**config.mk**
```make
export PLATFORM = sky130hd
export DESIGN_NAME = apb_slave
export DESIGN_NICKNAME = d
export VERILOG_FILES = /design/src/rtl/apb_slave.sv
export SDC_FILE = /design/constraint.sdc
export NUM_CORES = 1
export LEC_CHECK = 0
export ABC_AREA = 1
export BUFFER_PORTS_ARGS = -buffer_cell sky130_fd_sc_hd__buf_2
export CAP_MARGIN = 25
export CELL_PAD_IN_SITES_DETAIL_PLACEMENT = 1
export CELL_PAD_IN_SITES_GLOBAL_PLACEMENT = 1
export CORE_ASPECT_RATIO = 2
export CORE_MARGIN = 3
export CORE_UTILIZATION = 34
export CTS_BUF_LIST = sky130_fd_sc_hd__clkbuf_4 sky130_fd_sc_hd__clkbuf_8 sky130_fd_sc_hd__clkbuf_16
export DETAILED_ROUTE_END_ITERATION = 12
export PLACE_DENSITY_LB_ADDON = 0.3
export SETUP_SLACK_MARGIN = 0.3
export SLEW_MARGIN = 15
export SYNTH_ARGS = -nofsm -noshare
export SYNTH_HDL_FRONTEND = slang
export SYNTH_SLANG_ARGS = --single-unit
export TNS_END_PERCENT = 30
```
**constraint.sdc**
```tcl
create_clock -name pclk -period 1.5 [get_ports pclk]
set_input_delay 0.075 -clock pclk [delete_from_list [all_inputs] [get_ports pclk]]
set_output_delay 0.075 -clock pclk [all_outputs]
set_load 0.05 [all_outputs]
```
**src/rtl/apb_slave.sv**
```systemverilog
// APB register slave: ID register at index 0 plus NUM_REGS-1 read/write registers, with configurable wait states.
// Latency: pready rises WAIT_CYCLES+1 ACCESS cycles after SETUP, and a write commits on the edge that completes it.
// Backpressure: pready is held low for WAIT_CYCLES ACCESS cycles; dropping pselect aborts the transfer.
module apb_slave #(
  parameter int               WIDTH       = 16,
  parameter int               NUM_REGS    = 8,
  parameter int               WAIT_CYCLES = 1,
  parameter logic [WIDTH-1:0] ID_VALUE    = 'hA5B0
) (
  input  logic             pclk,
  input  logic             preset_n,
  input  logic             pselect,
  input  logic             penable,
  input  logic             pwrite,
  input  logic [WIDTH-1:0] paddr,
  input  logic [WIDTH-1:0] pwdata,
  output logic [WIDTH-1:0] prdata,
  output logic             pready,
  output logic             pslverr
);

  localparam int               IDX_W      = $clog2(NUM_REGS);
  localparam logic [WIDTH-1:0] NUM_REGS_W = WIDTH'(NUM_REGS);
  localparam logic [3:0]       WAIT_LOAD  = 4'(WAIT_CYCLES);

  typedef enum logic [1:0] {
    ST_IDLE  = 2'd0,
    ST_WAIT  = 2'd1,
    ST_READY = 2'd2
  } state_t;

  state_t           state;
  logic [3:0]       cnt;
  logic [WIDTH-1:0] addr_q;
  logic [WIDTH-1:0] wdata_q;
  logic             write_q;

  // Index 0 storage is never written; reads of index 0 return ID_VALUE.
  logic [WIDTH-1:0] regs [NUM_REGS];

  logic [WIDTH-1:0] dec_addr;
  logic             dec_write;
  logic             dec_valid;
  logic             dec_err;
  logic [WIDTH-1:0] dec_rdata;
  logic             commit;

  // Decode the transfer about to complete: live bus in IDLE (zero-wait case), latched copy otherwise.
  always_comb begin
    dec_addr  = (state == ST_IDLE) ? paddr  : addr_q;
    dec_write = (state == ST_IDLE) ? pwrite : write_q;
    dec_valid = (dec_addr < NUM_REGS_W);
    dec_err   = !dec_valid || (dec_write && (dec_addr == '0));
    dec_rdata = '0;
    if (dec_valid && !dec_write) begin
      if (dec_addr == '0) begin
        dec_rdata = ID_VALUE;
      end else begin
        dec_rdata = regs[dec_addr[IDX_W-1:0]];
      end
    end
  end

  // A write lands only when leaving READY with the bus still in ACCESS and no error flagged.
  assign commit = (state == ST_READY) && write_q && !pslverr && pselect && penable;

  // Transfer FSM: latch SETUP, count wait states, present a one-cycle registered response.
  always_ff @(posedge pclk or negedge preset_n) begin
    if (!preset_n) begin
      state   <= ST_IDLE;
      cnt     <= '0;
      addr_q  <= '0;
      wdata_q <= '0;
      write_q <= 1'b0;
      pready  <= 1'b0;
      pslverr <= 1'b0;
      prdata  <= '0;
    end else begin
      case (state)
        ST_IDLE: begin
          if (pselect && !penable) begin
            addr_q  <= paddr;
            write_q <= pwrite;
            wdata_q <= pwdata;
            if (WAIT_CYCLES == 0) begin
              state   <= ST_READY;
              pready  <= 1'b1;
              pslverr <= dec_err;
              prdata  <= dec_rdata;
            end else begin
              cnt   <= WAIT_LOAD;
              state <= ST_WAIT;
            end
          end
        end
        ST_WAIT: begin
          if (!pselect) begin
            // Bridge abandoned the transfer.
            state <= ST_IDLE;
            cnt   <= '0;
          end else if (!penable) begin
            // SETUP seen again mid-wait: treat it as a fresh transfer.
            addr_q  <= paddr;
            write_q <= pwrite;
            wdata_q <= pwdata;
            cnt     <= WAIT_LOAD;
          end else if (cnt == 4'd1) begin
            cnt     <= '0;
            state   <= ST_READY;
            pready  <= 1'b1;
            pslverr <= dec_err;
            prdata  <= dec_rdata;
          end else begin
            cnt <= cnt - 4'd1;
          end
        end
        ST_READY: begin
          state   <= ST_IDLE;
          pready  <= 1'b0;
          pslverr <= 1'b0;
          prdata  <= '0;
        end
        default: begin
          state   <= ST_IDLE;
          cnt     <= '0;
          pready  <= 1'b0;
          pslverr <= 1'b0;
          prdata  <= '0;
        end
      endcase
    end
  end

  // Register file update on a committed write.
  always_ff @(posedge pclk or negedge preset_n) begin
    if (!preset_n) begin
      for (int i = 0; i < NUM_REGS; i++) begin
        regs[i] <= '0;
      end
    end else if (commit) begin
      regs[addr_q[IDX_W-1:0]] <= wdata_q;
    end
  end

endmodule
```
==> metrics.txt, run 1 <==
Leak 5.731 nW; Vias 7913; vias in the first global route 8418; height of the die 228.3 microns; syn nets 1079; Setup Skew 11.79 ps; biggest area consumer among synthesized cells dfrtp_1; htree depth 4; Setup WS post-layout -316.8 ps; Worst-Margin Slew 536.4 ps; Top Ports 55; minimum clock period 1817 ps; TritonRoute pass-1 iters 5; crit path DAT 2210 ps; worst hold stages 5; Syn Inst Count 1040; DIE AREA around 27000 sq um; Fin Setup TNS -32070 ps; core footprint roughly 24000 sq um; post-synthesis register bit count 185; layout cell share with drive strength beyond 1 0.2937; Nets 1228; antenna diode instance count 0; chip width 117.2 microns; Unique masters post-synth 30; Main synth FF type dfrtp_1; pwr dens 1145 nW/um^2; Skew-Pair Late Insertion Delay between 400 and 500 ps; Critical Path Fanout Max 7; fmax roughly 550 MHz; fin. max-slew vios 0; worst r2r path cells 10; outcome finished with violations; DR WL/cell 20.53 microns; top cell type's share of synthesized area 0.5509; Period Utilization, post-route 1.211; post-route ant nets 0; Setup violations, final 145; hold path endpoint state[0]; routed wire length 31.42 mm; first-pass GRT wire length 46.99 mm; Hold Startpoint pselect; hold violation count in the final report 0; via/cell ratio 5.172; largest net degree at the start of global routing 55; worst r2r src state[1]; maxcap violations 0; CP Launch Type register; row count 80; HP Class in2reg; post-detail-place hpwl between 15 and 20 mm; total track usage 0.2354; Post-Syn Area about 8400 sq um; R2R Setup Slk -320 ps; Synth area leaders dfrtp_1, nand2_1, nand3_1; r2r endpoint prdata[14]; # port buffers 54; CTS tree done; Post-synth top cells nand2_1, dfrtp_1, nand3_1; Initial DRC Count 514; RSZ-0062 raised after global routing true; Crit Path Class reg2reg; area grow syn2layout 44.33%; CP required 1890 ps; RePlAce Congestion 0.7927; Avg Inst Size Synth 8.080 sq um; initial core utilization 0.3483; CTS Root Cell clkbuf_16; gr ovfl total 0; slew margin rel. 0.6420; failing checks negative setup slack; share of flip-flops with an asynchronous set or reset 1.000; crit end category register; total CTS buffers 17; initial antenna violation count 0; Final Power 13.89 mW; yosys warns 0; post-synthesis sequential area ratio 0.5509; most numerous cell in the Yosys netlist nand2_1; clock sink count 185; peak supply drop 897.1 uV; Residual DRC 0; Clk pin slew, worst setup/hold paths 70 ps; EDFF count, synth 0; Clock Path Buffers 2
routing by layer:
metal / global-route usage / part of all wire / vias to the layer above / wire (microns)
met5: 0 / 0 / - / 0
met4: 0.1328 / 0.057 / 0 / 1787
met3: 0.04557 / 0.033 / 84 / 1035
met2: 0.4173 / 0.55 / 191 / 17420
met1: 0.2518 / 0.36 / 4002 / 11170
li1: - / - / 3636 / -
power breakdown:
| group | switching, mW | total, mW | internal, mW | leakage, nW |
|---|---|---|---|---|
| logic | 2.16 | 3.70 | 1.54 | 2.95 |
| registers | 0.175 | 5.41 | 5.24 | 2.49 |
| clock network | 2.07 | 4.77 | 2.70 | 0.291 |
| total | 4.41 | 13.9 | 9.48 | 5.73 |
worst max-delay path: stages (launching register included):
cell and delay, ps:
dfrtp_1 430, nor2_4 220, buf_6 160, nand2_8 70, nand2_8 140, nor3_4 70
buf_6 140, nor2_4 190, clkbuf_16 200, nand3_4 80, nand2_2 60
cells in the final DEF (no fill, tap or decap), types with 3 or more instances in the layout:
cell / netlist / routed
nand2_1: 311 / 270
dfrtp_1: 185 / 182
o21ai_0: 140 / 109
inv_1: 107 / 102
nand3_1: 148 / 84
nand3_2: 0 / 51
buf_2: 19 / 41
buf_4: 1 / 40
dlygate4sd3_1: 0 / 36
nand2_2: 6 / 25
buf_12: 0 / 25
buf_6: 1 / 24
o21ai_1: 5 / 23
clkbuf_16: 0 / 20
nand2_4: 1 / 19
nor2_1: 33 / 19
a21oi_1: 17 / 17
nand3_4: 0 / 13
nor2_2: 2 / 12
o21ai_2: 2 / 11
buf_16: 0 / 10
or2_2: 9 / 8
inv_2: 3 / 7
nor2_4: 2 / 6
nand2_8: 0 / 4
o21ai_4: 0 / 4
clkinvlp_4: 0 / 4
bufinv_16: 0 / 3
clkbuf_4: 0 / 3
dfrtp_2: 0 / 3
worst max-delay path by stage:
| stage | end | start | cells past startpoint | slack [ps] |
|---|---|---|---|---|
| floorplan | prdata[13] | state[0] | 9 | -20 |
| global placement | prdata[5] | state[1] | 10 | -250 |
| detailed placement | prdata[5] | state[1] | 10 | -300 |
| CTS | regs[65] | state[0] | 8 | -240 |
| global route | regs[66] | state[0] | 8 | -410 |
| finish | prdata[14] | state[1] | 10 | -320 |
cells by family after synthesis:
logic type,after synthesis,synth area share
xor+xnor,1,0.001042
fa+ha+maj,2,0.002977
mux,2,0.002680
simple gates,518,0.2633
compound gates,167,0.1013
flops,185,0.5509
buf+inv,165,0.07787
repair_timing:
action,CTS,global route
resized for setup,134,134
endpoints found under the setup margin,192,186
hold buffers,36,0
endpoints found under the hold margin,221,0
cloned,11,3
buffers inserted,12,8
pin swaps,18,36
stage by stage:
stage          hold slack (ps)  setup WS (ps)  std cells  utilization  cell area, sq um
2_1_floorplan           -220.6         -16.39       1040            -              8452
3_3_place_gp             42.45         -246.2       1428       0.3976              9592
3_5_place_dp             39.85         -304.0       1428       0.3976              9592
4_1_cts                  13.19         -242.0       1519       0.4739             11430
5_1_grt                  63.56         -405.3       1530       0.5027             12130
6_report                 60.85         -316.8       1530       0.5027             12130
layout make-up:
type                       instances  area [sq um]
clock buffer                      19         446.7
clock inverter                    13         167.7
fill                            2733         12000
inverter                         111         424.2
multi-input combinational        690          3965
sequential                       185          4633
tap                              328         410.4
timing repair buffer             184          2081
state kept, by name (all words and copies together), names as in the netlist:
signal / flops
addr_q: 16
pslverr: 1
cnt: 4
state: 2
wdata_q: 16
prdata: 16
write_q: 1
regs: 128
pready: 1
Note: power is estimated with default switching activity, not from simulation.
==> run 2: changes to the inputs <==
Settings changed: SETUP_SLACK_MARGIN 0.3 to default.
==> run 2 against run 1 <==
The flow still finishes with violations (negative setup slack). Final area down 8.1%. Non-clock buffer count down 15. Register-to-register slack better by 70 ps. Power down 7.7%. Die area unchanged. Sequential share of layout area up 3.4 points. Clock power down 11%. Critical path depth unchanged. Fmax up 4.2%. Worst setup slack better by 73 ps.
==> metrics.txt, run 2 (synthesized netlist as in run 1, its figures left out) <==
Leak about 5.4 nW; CTS tree done; DIE AREA between 20000 and 30000 sq um; clock sink count 185; core footprint 24120 sq um; minimum clock period ~1700 ps; initial antenna violation count 0; Critical Path Max Stage Delay 440 ps; height of the die 228.3 microns; layout cell share with drive strength beyond 1 0.2073; Crit Path Class reg2reg; r2r endpoint prdata[1]; DP Cell Count 1429; outcome finished with violations; worst path cell trace nor2_4 -> buf_6 -> nand2_4 -> o21ai_4 -> nor3_4 -> buf_4 -> nor2_4 -> buf_12 -> nand3_2 -> nand2_1; Storage cell area 4632 sq um; Nets about 1200; Critical Path Fanout Max 6; post-detail-place hpwl approximately 18 mm; RePlAce Congestion approximately 0.78; most frequent cells in the layout nand2_1, dfrtp_1, o21ai_0; crit path DAT 2130 ps; Largest register FFs 128; Clock Path Buffers 2; chip width 117.2 microns; first-pass GRT wire length around 44 mm; CP Launch Type register; vias in the first global route 8199; Worst-Margin Slew 463.7 ps; CTS Root Cell clkbuf_16; via/cell ratio 4.979; Skew-Pair Late Insertion Delay 440 ps; pwr dens 1150 nW/um^2; Top Ports 55; Vias 7518; Final Power between 10 and 15 mW; TritonRoute pass-1 iters 5; Clk pin slew, worst setup/hold paths roughly 70 ps; Filler Cells Inserted roughly 2800; post-route ant nets 0; area grow syn2layout 32.61%; antenna diode instance count 0; # port buffers 54; largest net degree at the start of global routing 47; R2R Setup Slk -240 ps; row count 80; Fin Setup TNS -16560 ps; Period Utilization, post-route 1.162; post-route insts no fill approximately 1500; Multi-input gate area 3470 sq um; commonest non-fill, non-tap cell in the layout nand2_1; fmax 573.6 MHz; CP required 1880 ps; most flop-heavy register regs; Setup violations, final 145; slew margin rel. 0.6906; Initial DRC Count 390; maxcap violations 0; peak supply drop ~850 uV; fin. max-slew vios 0; worst r2r path cells 10; worst r2r src state[0]; hold violation count in the final report 0; htree depth 4; RSZ-0062 raised after global routing true; routed wire length between 20 and 30 mm; CP max-delay cell dfrtp_2; Residual DRC 0; HP Class in2async; WHS 140.7 ps; Setup WS post-layout -243.4 ps; gr ovfl total 0; Setup Skew 6.962 ps; most used cell, CP nor2_4; DR WL/cell between 15 and 20 microns; total track usage 0.2143; failing checks negative setup slack; total CTS buffers 17; crit end category register; initial core utilization 0.3483
run 2: where the power goes:
part | switching [mW] | total, mW | internal (mW) | leakage [nW]
logic | 1.89 | 3.17 | 1.28 | 2.62
clock network | 1.84 | 4.26 | 2.42 | 0.267
registers | 0.145 | 5.39 | 5.24 | 2.49
run 2: worst max-delay path by stage:
stage | startpoint | endpoint | cells after the start
2_1_floorplan | state[0] | prdata[13] | 9
3_3_place_gp | state[1] | prdata[4] | 10
3_5_place_dp | state[0] | prdata[4] | 10
4_1_cts | state[0] | prdata[1] | 10
5_1_grt | cnt[1] | prdata[14] | 11
6_report | state[0] | prdata[1] | 10
run 2: what timing repair did:
| item | in CTS | in global routing |
|---|---|---|
| setup buffers | 4 | 6 |
| hold buffers | 37 | 0 |
| setup endpoints to repair | 146 | 148 |
| endpoints found under the hold margin | 220 | 0 |
| pin swaps | 10 | 37 |
| cloned | 3 | 6 |
| gates resized for setup | 41 | 45 |
run 2: area by class of cell:
cell class                      instances  share of cell area
Sequential cell                       185              0.4157
Multi-Input combinational cell        690              0.3114
Timing Repair Buffer                  169              0.1503
Clock buffer                           23             0.04390
Inverter                              111             0.03762
Tap cell                              328             0.03683
Clock inverter                          4            0.004267
run 2: metal layers:
layer | share of wire | track usage | routed length (microns) | vias to the layer above
met1 | 0.36 | 0.2272 | 10130 | 3774
met5 | 0 | 0 | 0 | -
met4 | 0.038 | 0.1012 | 1075 | 0
met3 | 0.030 | 0.03975 | 835 | 45
met2 | 0.57 | 0.3930 | 15910 | 124
li1 | - | - | - | 3575
run 2: critical path, delay by kind of cell, from the launching register on:
| family | cells | cell delay [ps] |
|---|---|---|
| buffers and inverters | 3 | 490 |
| AND/OR/NAND/NOR | 6 | 640 |
| AO/OA/AOI/OAI | 1 | 100 |
| flip-flops | 1 | 440 |
run 2: stage by stage:
stage               worst slack (ps)  instance area [sq um]    util
floorplan                     -16.39                   8452       -
global placement              -273.9                   9587  0.3974
detailed placement            -294.1                   9587  0.3974
CTS                           -203.9                  10800  0.4476
global route                  -369.8                  11140  0.4619
finish                        -243.4                  11140  0.4619
==> run 3: changes to the inputs <==
Clock period 1.5 ns to 1.9 ns, I/O delays scaled along.
==> run 3 against run 2 <==
The run now ends clean. Fmax shrank 0.61%. Critical path type unchanged. Routed wire length shrank 6.7%. Register-to-register slack gained 390 ps. Final cell count shrank 2.8%. Worst setup slack gained 390 ps. Count of clock-buffer cells in the layout shrank 5. Clock power shrank 16%.
==> metrics.txt, run 3 (synthesized netlist as in run 1, its figures left out) <==
outcome complete, no violations; layout cell share with drive strength beyond 1 0.1289; Worst-Margin Slew 517.6 ps; CP Launch Type register; peak supply drop about 620 uV; Setup violations, final 0; hold violation count in the final report 0; Nets about 1200; Crit Path Class reg2reg; first-pass GRT wire length 42.13 mm; RSZ-0062 raised after global routing true; routed wire length 26.08 mm; DIE AREA 26750 sq um; area grow syn2layout 21.98%; pwr dens 936.8 nW/um^2; via/cell ratio between 4 and 5; Clock Path Buffers 2; Period Utilization, post-route 0.9232; CTS Root Cell clkbuf_16; Setup WS post-layout 145.9 ps; Largest register FFs about 130; gr ovfl total 0; Final Power 9.602 mW; HP Class in2async; CTS tree done; crit path DAT 2060 ps; post-route insts no fill 1468; crit end category register; most flop-heavy register regs; post-detail-place hpwl approximately 17 mm; initial antenna violation count 0; htree depth 4; chip width 117.2 microns; largest net degree at the start of global routing between 50 and 60; post-route ant nets 0; Initial DRC Count 341; minimum clock period between 1500 and 2000 ps; antenna diode instance count 0; commonest non-fill, non-tap cell in the layout nand2_1; Vias 7237; RePlAce Congestion 0.7973; clock sink count ~190; slew margin rel. 0.6550; Skew-Pair Late Insertion Delay 440 ps; # port buffers 54; maxcap violations 0; fin. max-slew vios 0; vias in the first global route 7870; CP required 2210 ps; Leak 4.952 nW; Top Ports 55; Residual DRC 0; Setup WS pre-CTS 156.9 ps; DP Cell Count 1399; core footprint 24120 sq um; total track usage 0.2071; DR WL/cell 17.77 microns; row count 80; height of the die 228.3 microns; Clk pin slew, worst setup/hold paths 70 ps; most frequent cells in the layout nand2_1, dfrtp_1, nand3_1; initial core utilization 0.3483; total CTS buffers 17; Setup Skew 5.841 ps; Critical Path Fanout Max 32; TritonRoute pass-1 iters 5; fmax 570.1 MHz
[run 3: per-stage QoR]
| step | hold WS (ps) | TNS (ps) | instance area (sq um) | utilization |
|---|---|---|---|---|
| CTS | 201.2 | 0 | 10250 | 0.4249 |
| floorplan | -200.6 | 0 | 8403 | - |
| detailed placement | 121.2 | 0 | 9294 | 0.3853 |
| global route | 241.3 | -40.39 | 10250 | 0.4249 |
| global placement | 115.4 | 0 | 9294 | 0.3853 |
| finish | 204.2 | 0 | 10250 | 0.4249 |
[run 3: repair_timing]
action / 4_1_cts / 5_1_grt
resized for setup: 0 / 1
buffers inserted: 0 / 0
hold buffers: 37 / 0
hold endpoints to repair: 87 / 0
setup endpoints to repair: 0 / 10
[run 3: routing by layer]
metal	up-vias	GRT usage	part of all wire
li1	3490	-	-
met1	3580	0.2238	0.38
met2	123	0.3815	0.56
met3	44	0.03577	0.027
met4	0	0.08898	0.040
met5	-	0	0
[run 3: final cells by class]
type,count,area (sq um)
clock buffer,18,432.9
clock inverter,14,152.6
fill,2919,13870
inverter,111,416.7
multi-input combinational,690,3126
sequential,185,4629
tap,328,410.4
timing repair buffer,122,1082
[run 3: path summary, 6_finish.rpt]
| check | to | slack [ps] | cells after the start | from |
|---|---|---|---|---|
| min in group pclk | wdata_q[6] | 430 | 4 | pwdata[6] |
| setup / recovery | regs[12] | 150 | 8 | state[0] |
| max in group asynchronous | wdata_q[14] | 1050 | 3 | preset_n |
| hold / removal | addr_q[9] | 200 | 2 | preset_n |
| setup reg to reg | regs[12] | 150 | 8 | state[0] |
| hold reg to reg | prdata[3] | 480 | 2 | prdata[3] |
[run 3: worst max-delay path, cell delays in order, from the launching register on]
cell and delay [ps]:
dfrtp_1 430, buf_4 170, nor3_1 180, nand3_1 140, nor2_2 190, nand2_1 130
buf_12 190, nand2_1 80, o21ai_0 90
[run 3: report_power, final]
group          switching [mW]  leakage, nW  total (mW)  internal, mW
Sequential              0.119         2.50        4.25          4.13
Combinational            1.21         2.18        1.79         0.575
Clock                    1.61        0.275        3.56          1.96
